`src/rtl/ufm_arb_pkg.sv`:
```
// Shared types and helpers for the UFM data-port arbiter.
// Arbitration policy is selected by UFM_ARB_RR_EN in ufm_arb_sel.
package ufm_arb_pkg;

  localparam int unsigned ADDR_W_DEF    = 16;
  localparam int unsigned DATA_W_DEF    = 32;
  localparam int unsigned BURST_W_DEF   = 5;
  localparam int unsigned MAX_BURST_DEF = 8;

  typedef enum logic [1:0] {
    IDLE,
    CMD,
    RDATA
  } state_t;

  // Writes are single-beat only; reads may burst up to max_burst.
  function automatic logic legal_req(input logic        read,
                                     input logic        write,
                                     input int unsigned burstcount,
                                     input int unsigned max_burst = MAX_BURST_DEF);
    if (read && write) return 1'b0;
    if (write)         return burstcount == 1;
    if (read)          return (burstcount >= 1) && (burstcount <= max_burst);
    return 1'b0;
  endfunction

endpackage

```
`src/rtl/ufm_arb_sel.sv`:
```
// Winner selection and last-grant register for ufm_arbiter.
// UFM_ARB_RR_EN selects round-robin; otherwise m0 has fixed priority.
module ufm_arb_sel (
  input  logic clk,
  input  logic reset,
  input  logic req0,
  input  logic req1,
  input  logic grant,
  output logic winner,
  output logic last
);

  always_comb begin
`ifdef UFM_ARB_RR_EN
    winner = (req0 && req1) ? ~last : req1;
`else
    winner = req1 & ~req0;
`endif
  end

  always_ff @(posedge clk) begin
    if (reset)      last <= 1'b0;
    else if (grant) last <= winner;
  end

endmodule

```
`src/rtl/ufm_arbiter.sv`:
```
// Two-master Avalon-MM arbiter for the UFM data port; grant is held for a whole
// write or read burst. Define UFM_ARB_RR_EN for round-robin arbitration.
module ufm_arbiter
  import ufm_arb_pkg::*;
#(
  parameter int unsigned ADDR_W    = ADDR_W_DEF,
  parameter int unsigned DATA_W    = DATA_W_DEF,
  parameter int unsigned BURST_W   = BURST_W_DEF,
  parameter int unsigned MAX_BURST = MAX_BURST_DEF
) (
  input  logic               clk,
  input  logic               reset,
  input  logic               m0_read,
  input  logic               m0_write,
  input  logic [ADDR_W-1:0]  m0_addr,
  input  logic [DATA_W-1:0]  m0_writedata,
  input  logic [BURST_W-1:0] m0_burstcount,
  output logic               m0_waitrequest,
  output logic [DATA_W-1:0]  m0_readdata,
  output logic               m0_readdatavalid,
  input  logic               m1_read,
  input  logic               m1_write,
  input  logic [ADDR_W-1:0]  m1_addr,
  input  logic [DATA_W-1:0]  m1_writedata,
  input  logic [BURST_W-1:0] m1_burstcount,
  output logic               m1_waitrequest,
  output logic [DATA_W-1:0]  m1_readdata,
  output logic               m1_readdatavalid,
  output logic               s_read,
  output logic               s_write,
  output logic [ADDR_W-1:0]  s_addr,
  output logic [DATA_W-1:0]  s_writedata,
  output logic [BURST_W-1:0] s_burstcount,
  input  logic               s_waitrequest,
  input  logic [DATA_W-1:0]  s_readdata,
  input  logic               s_readdatavalid,
  output logic               owner,
  output logic               busy,
  output logic               err
);

  state_t             state, state_nxt;
  logic [BURST_W-1:0] burst, cnt;
  logic               legal0, legal1, illegal, start, winner;

  assign legal0  = legal_req(m0_read, m0_write, 32'(m0_burstcount), MAX_BURST);
  assign legal1  = legal_req(m1_read, m1_write, 32'(m1_burstcount), MAX_BURST);
  assign illegal = ((m0_read | m0_write) & ~legal0) | ((m1_read | m1_write) & ~legal1);
  assign start   = (state == IDLE) && (legal0 || legal1);

  ufm_arb_sel u_sel (
    .clk    (clk),
    .reset  (reset),
    .req0   (legal0),
    .req1   (legal1),
    .grant  (start),
    .winner (winner),
    .last   (owner)
  );

  assign busy        = (state != IDLE);
  assign m0_readdata = s_readdata;
  assign m1_readdata = s_readdata;

  always_comb begin
    state_nxt        = state;
    s_read           = 1'b0;
    s_write          = 1'b0;
    s_addr           = owner ? m1_addr : m0_addr;
    s_writedata      = owner ? m1_writedata : m0_writedata;
    s_burstcount     = owner ? m1_burstcount : m0_burstcount;
    m0_waitrequest   = 1'b1;
    m1_waitrequest   = 1'b1;
    m0_readdatavalid = 1'b0;
    m1_readdatavalid = 1'b0;
    case (state)
      IDLE: begin
        if (start) state_nxt = CMD;
      end
      CMD: begin
        s_read  = owner ? m1_read : m0_read;
        s_write = owner ? m1_write : m0_write;
        if (owner) m1_waitrequest = s_waitrequest;
        else       m0_waitrequest = s_waitrequest;
        if ((s_read || s_write) && !s_waitrequest)
          state_nxt = s_write ? IDLE : RDATA;
      end
      RDATA: begin
        m0_readdatavalid = s_readdatavalid & ~owner;
        m1_readdatavalid = s_readdatavalid & owner;
        if (s_readdatavalid && (cnt == burst - BURST_W'(1)))
          state_nxt = IDLE;
      end
      default: state_nxt = IDLE;
    endcase
  end

  always_ff @(posedge clk) begin
    if (reset) begin
      state <= IDLE;
      burst <= '0;
      cnt   <= '0;
      err   <= 1'b0;
    end else begin
      state <= state_nxt;
      if (start)
        burst <= winner ? m1_burstcount : m0_burstcount;
      if (state == CMD)
        cnt <= '0;
      else if (state == RDATA && s_readdatavalid)
        cnt <= cnt + BURST_W'(1);
      // Beats outside RDATA have no owner to go to; they are dropped and flagged.
      err <= err | illegal | (s_readdatavalid && state != RDATA);
    end
  end

endmodule

```
`config.mk`:
```
export PLATFORM = sky130hd
export DESIGN_NAME = ufm_arbiter
export DESIGN_NICKNAME = d
export VERILOG_FILES = /design/src/rtl/ufm_arb_pkg.sv /design/src/rtl/ufm_arb_sel.sv /design/src/rtl/ufm_arbiter.sv
export SDC_FILE = /design/constraint.sdc
export NUM_CORES = 1
export LEC_CHECK = 0
export ABC_AREA = 1
export ABC_CLOCK_PERIOD_IN_PS = 1200
export CORE_AREA = 2 2 104 106
export CTS_CLUSTER_SIZE = 16
export DETAILED_ROUTE_END_ITERATION = 8
export DIE_AREA = 0 0 106 108
export PLACE_DENSITY = 0.81
export SYNTH_ARGS = -nofsm -noshare
export SYNTH_HDL_FRONTEND = slang
export SYNTH_SLANG_ARGS = --single-unit
```
`constraint.sdc`:
```
create_clock -name clk -period 1.2 [get_ports clk]
set_input_delay 0.18 -clock clk [delete_from_list [all_inputs] [get_ports clk]]
set_output_delay 0.18 -clock clk [all_outputs]
set_load 0.005 [all_outputs]
```
==> results by group <==
STA
  – Worst Tran Pin Value: 0.262 ns
  – Fin crit share: 127%
  – Total Neg Setup Slack: -14.05 ns
  – Fin Clk Skew: 0.000609 ns
  – Max frequency: 0.658 GHz
  – Final setup viols: 66
  – Final Max Tran Viols: 0
  – RSZ-0062 raised after global routing: yes
  – Final Hold Slack: 0.352 ns
  – Relative slew margins: 82.4%
  – Hold Vio Cnt, Final: 0
  – Final worst slack: -0.319 ns
  – Final Critical Period: 1.52 ns

Finish
  – Post-layout utilization of the core: 47.9%
  – Share of cells above drive strength 1: 50.1%
  – Nets: 726
  – Most frequent cells in the layout: clkdlybuf4s50_1 (98), nand2_1 (87), nand2_2 (64), buf_2 (42), nand2_4 (38)
  – Most common cell after layout, fill and taps aside: clkdlybuf4s50_1
  – Diode count: 0
  – Fin area: 4900 µm²
  – Area growth syn-to-layout: 127%

Status
  – Status: finished with violations
  – Failing checks: negative setup slack

Job
  – Max-Cap Viols: 0

Power and ir drop
  – Pwr/cell area: 526 nW/µm²
  – Max IR drop VDD: 0.311 mV
  – Pleak: 2.40 nW

Drt
  – Vias: 3054
  – TritonRoute pass-1 iters: 5
  – Drt wl/cell: 15.0 µm
  – Detailed-route wire length: 10700 µm
  – Vias per std cell: 4.28
  – Drt initial violations: 54
  – Final ANT Viol Nets: 0
  – DRC violations left: 0

Worst setup path
  – CP Max Fanout: 5
  – Setup crit end kind: primary output
  – Worst EP arrival: 1.34 ns
  – Critical Path Source Type: flip-flop
  – Req. time, crit path: 1.02 ns
  – CP Class: flip-flop to primary output

Floorplan
  – Total die area: 11400 µm²
  – Initial Utilization: 21.1%
  – Num ports: 272
  – Die Ht: 108 µm
  – Core ar.: 10200 µm²
  – Row count: 37
  – Die Width: 106 µm

Global route
  – Vias in the first global route: 2935
  – Grt ovf: 0
  – Initial antenna violation count: 0
  – Largest net degree at the start of global routing: 17
  – First-pass GRT wire length: 14700 µm
  – GRT Total Usage: 16.2%

Place
  – Global placement routability congestion: 0.812
  – Pre-CTS WS: -0.673 ns
  – DP Wirelength: 7250 µm
  – IO Port Bufs: 175
  – Placed Area: 3850 µm²

Synthesis
  – Async set-reset flop share out of synthesis: 0%
  – Synth Flop Type: dfxtp_1
  – Synthesized flop and latch total: 14
  – Synth cell types: 31
  – Cell Area, Synth: 2160 µm²
  – Cells after Synth: 405
  – YS warnings: 0
  – Net Count, Synth: 553
  – Post-Syn Area per Cell: 5.32 µm²
  – EDFF count, synth: 0
  – Sequential share of the synthesized area: 13.0%

Clock tree
  – Clk Latency, worst-skew pair: 0.25 ns
  – Clock root cell: clkbuf_8
  – Register clock-pin slew on the reported worst setup and hold paths: 0.06 ns
  – Total CTS buffers: 3
  – H-Tree Depth: 1
  – Max clock buf depth: 2
  – CTS tree: done
  – CTS sink cnt: 14

Min path
  – Hold Crit Class: input pin to flip-flop
timing repair:
action | 4_1_cts | 5_1_grt
cloned | 7 | 5
hold buffers | 0 | 0
gates resized for setup | 363 | 159
pin swaps | 32 | 31
hold endpoints to repair | 0 | 0
buffers inserted | 24 | 4
setup endpoints to repair | 73 | 74
area by class of cell:
cell class              instances  area [µm²]
fillers                       948        5330
flip-flops and latches         14         290
multi-input cells             277        1800
repair buffers                244        2400
well taps                     136         170
clock buffers                   4        55.1
repair inverters                1        16.3
inverters                      37         173
per-stage QoR:
step / instances / total power (W)
floorplan: 405 / 0.00106
global placement: 673 / 0.00176
detailed placement: 673 / 0.00177
CTS: 706 / 0.00233
global route: 713 / 0.00272
finish: 713 / 0.00257
metal layers:
| layer | vias to the layer above | GRT usage [%] | routed length (µm) |
|---|---|---|---|
| met5 | - | 0 | 0 |
| met4 | 0 | 3.85 | 216 |
| met3 | 20 | 5.06 | 811 |
| met2 | 160 | 30.4 | 5680 |
| met1 | 1358 | 17.7 | 3960 |
| li1 | 1516 | - | - |
Yosys cell counts (all sizes together) (2+ instances only):
cell type,n,area [µm²]
a21oi,9,45.0
buf,69,505
clkbuf,8,33.8
dfxtp,14,280
ha,2,25.0
inv,36,135
nand2,190,726
nand3,20,118
nor2,28,118
nor3,5,25.0
o21ai,13,65.1
o22ai,2,12.5
cell families after synthesis:
family / after synthesis / share of synthesized area (%)
fa+ha+maj: 2 / 1.16
flops: 14 / 13.0
buf+inv: 114 / 31.5
xor+xnor: 2 / 0.813
simple gates: 246 / 46.7
compound gates: 26 / 6.38
mux: 1 / 0.464
worst paths after layout:
kind | startpoint | end | slack (ns) | cells after the start
worst max-delay path | u_sel.last | m1_readdatavalid | -0.32 | 6
worst min-delay path | m0_burstcount[3] | burst[3] | 0.35 | 5
worst max register to register | u_sel.last | state[1] | -0.15 | 7
worst min register to register | burst[4] | burst[4] | 0.49 | 2
report_power, final:
part           switching (W)  internal, W
Sequential         0.0000143     0.000481
Combinational       0.000682     0.000922
Clock               0.000183     0.000292
flip-flops by register name, indices dropped and copies added, names as in the netlist:
| signal | count |
|---|---|
| cnt | 5 |
| u_sel.last | 1 |
| burst | 5 |
| state | 2 |
| err | 1 |
critical path, stage by stage, from the launching register on:
cell and delay [ns]:
dfxtp_4 0.40, buf_12 0.15, clkinv_16 0.07, buf_16 0.14, buf_6 0.12, nor2_4 0.08
buf_2 0.12
No activity file was read; power rests on OpenSTA's default activity.
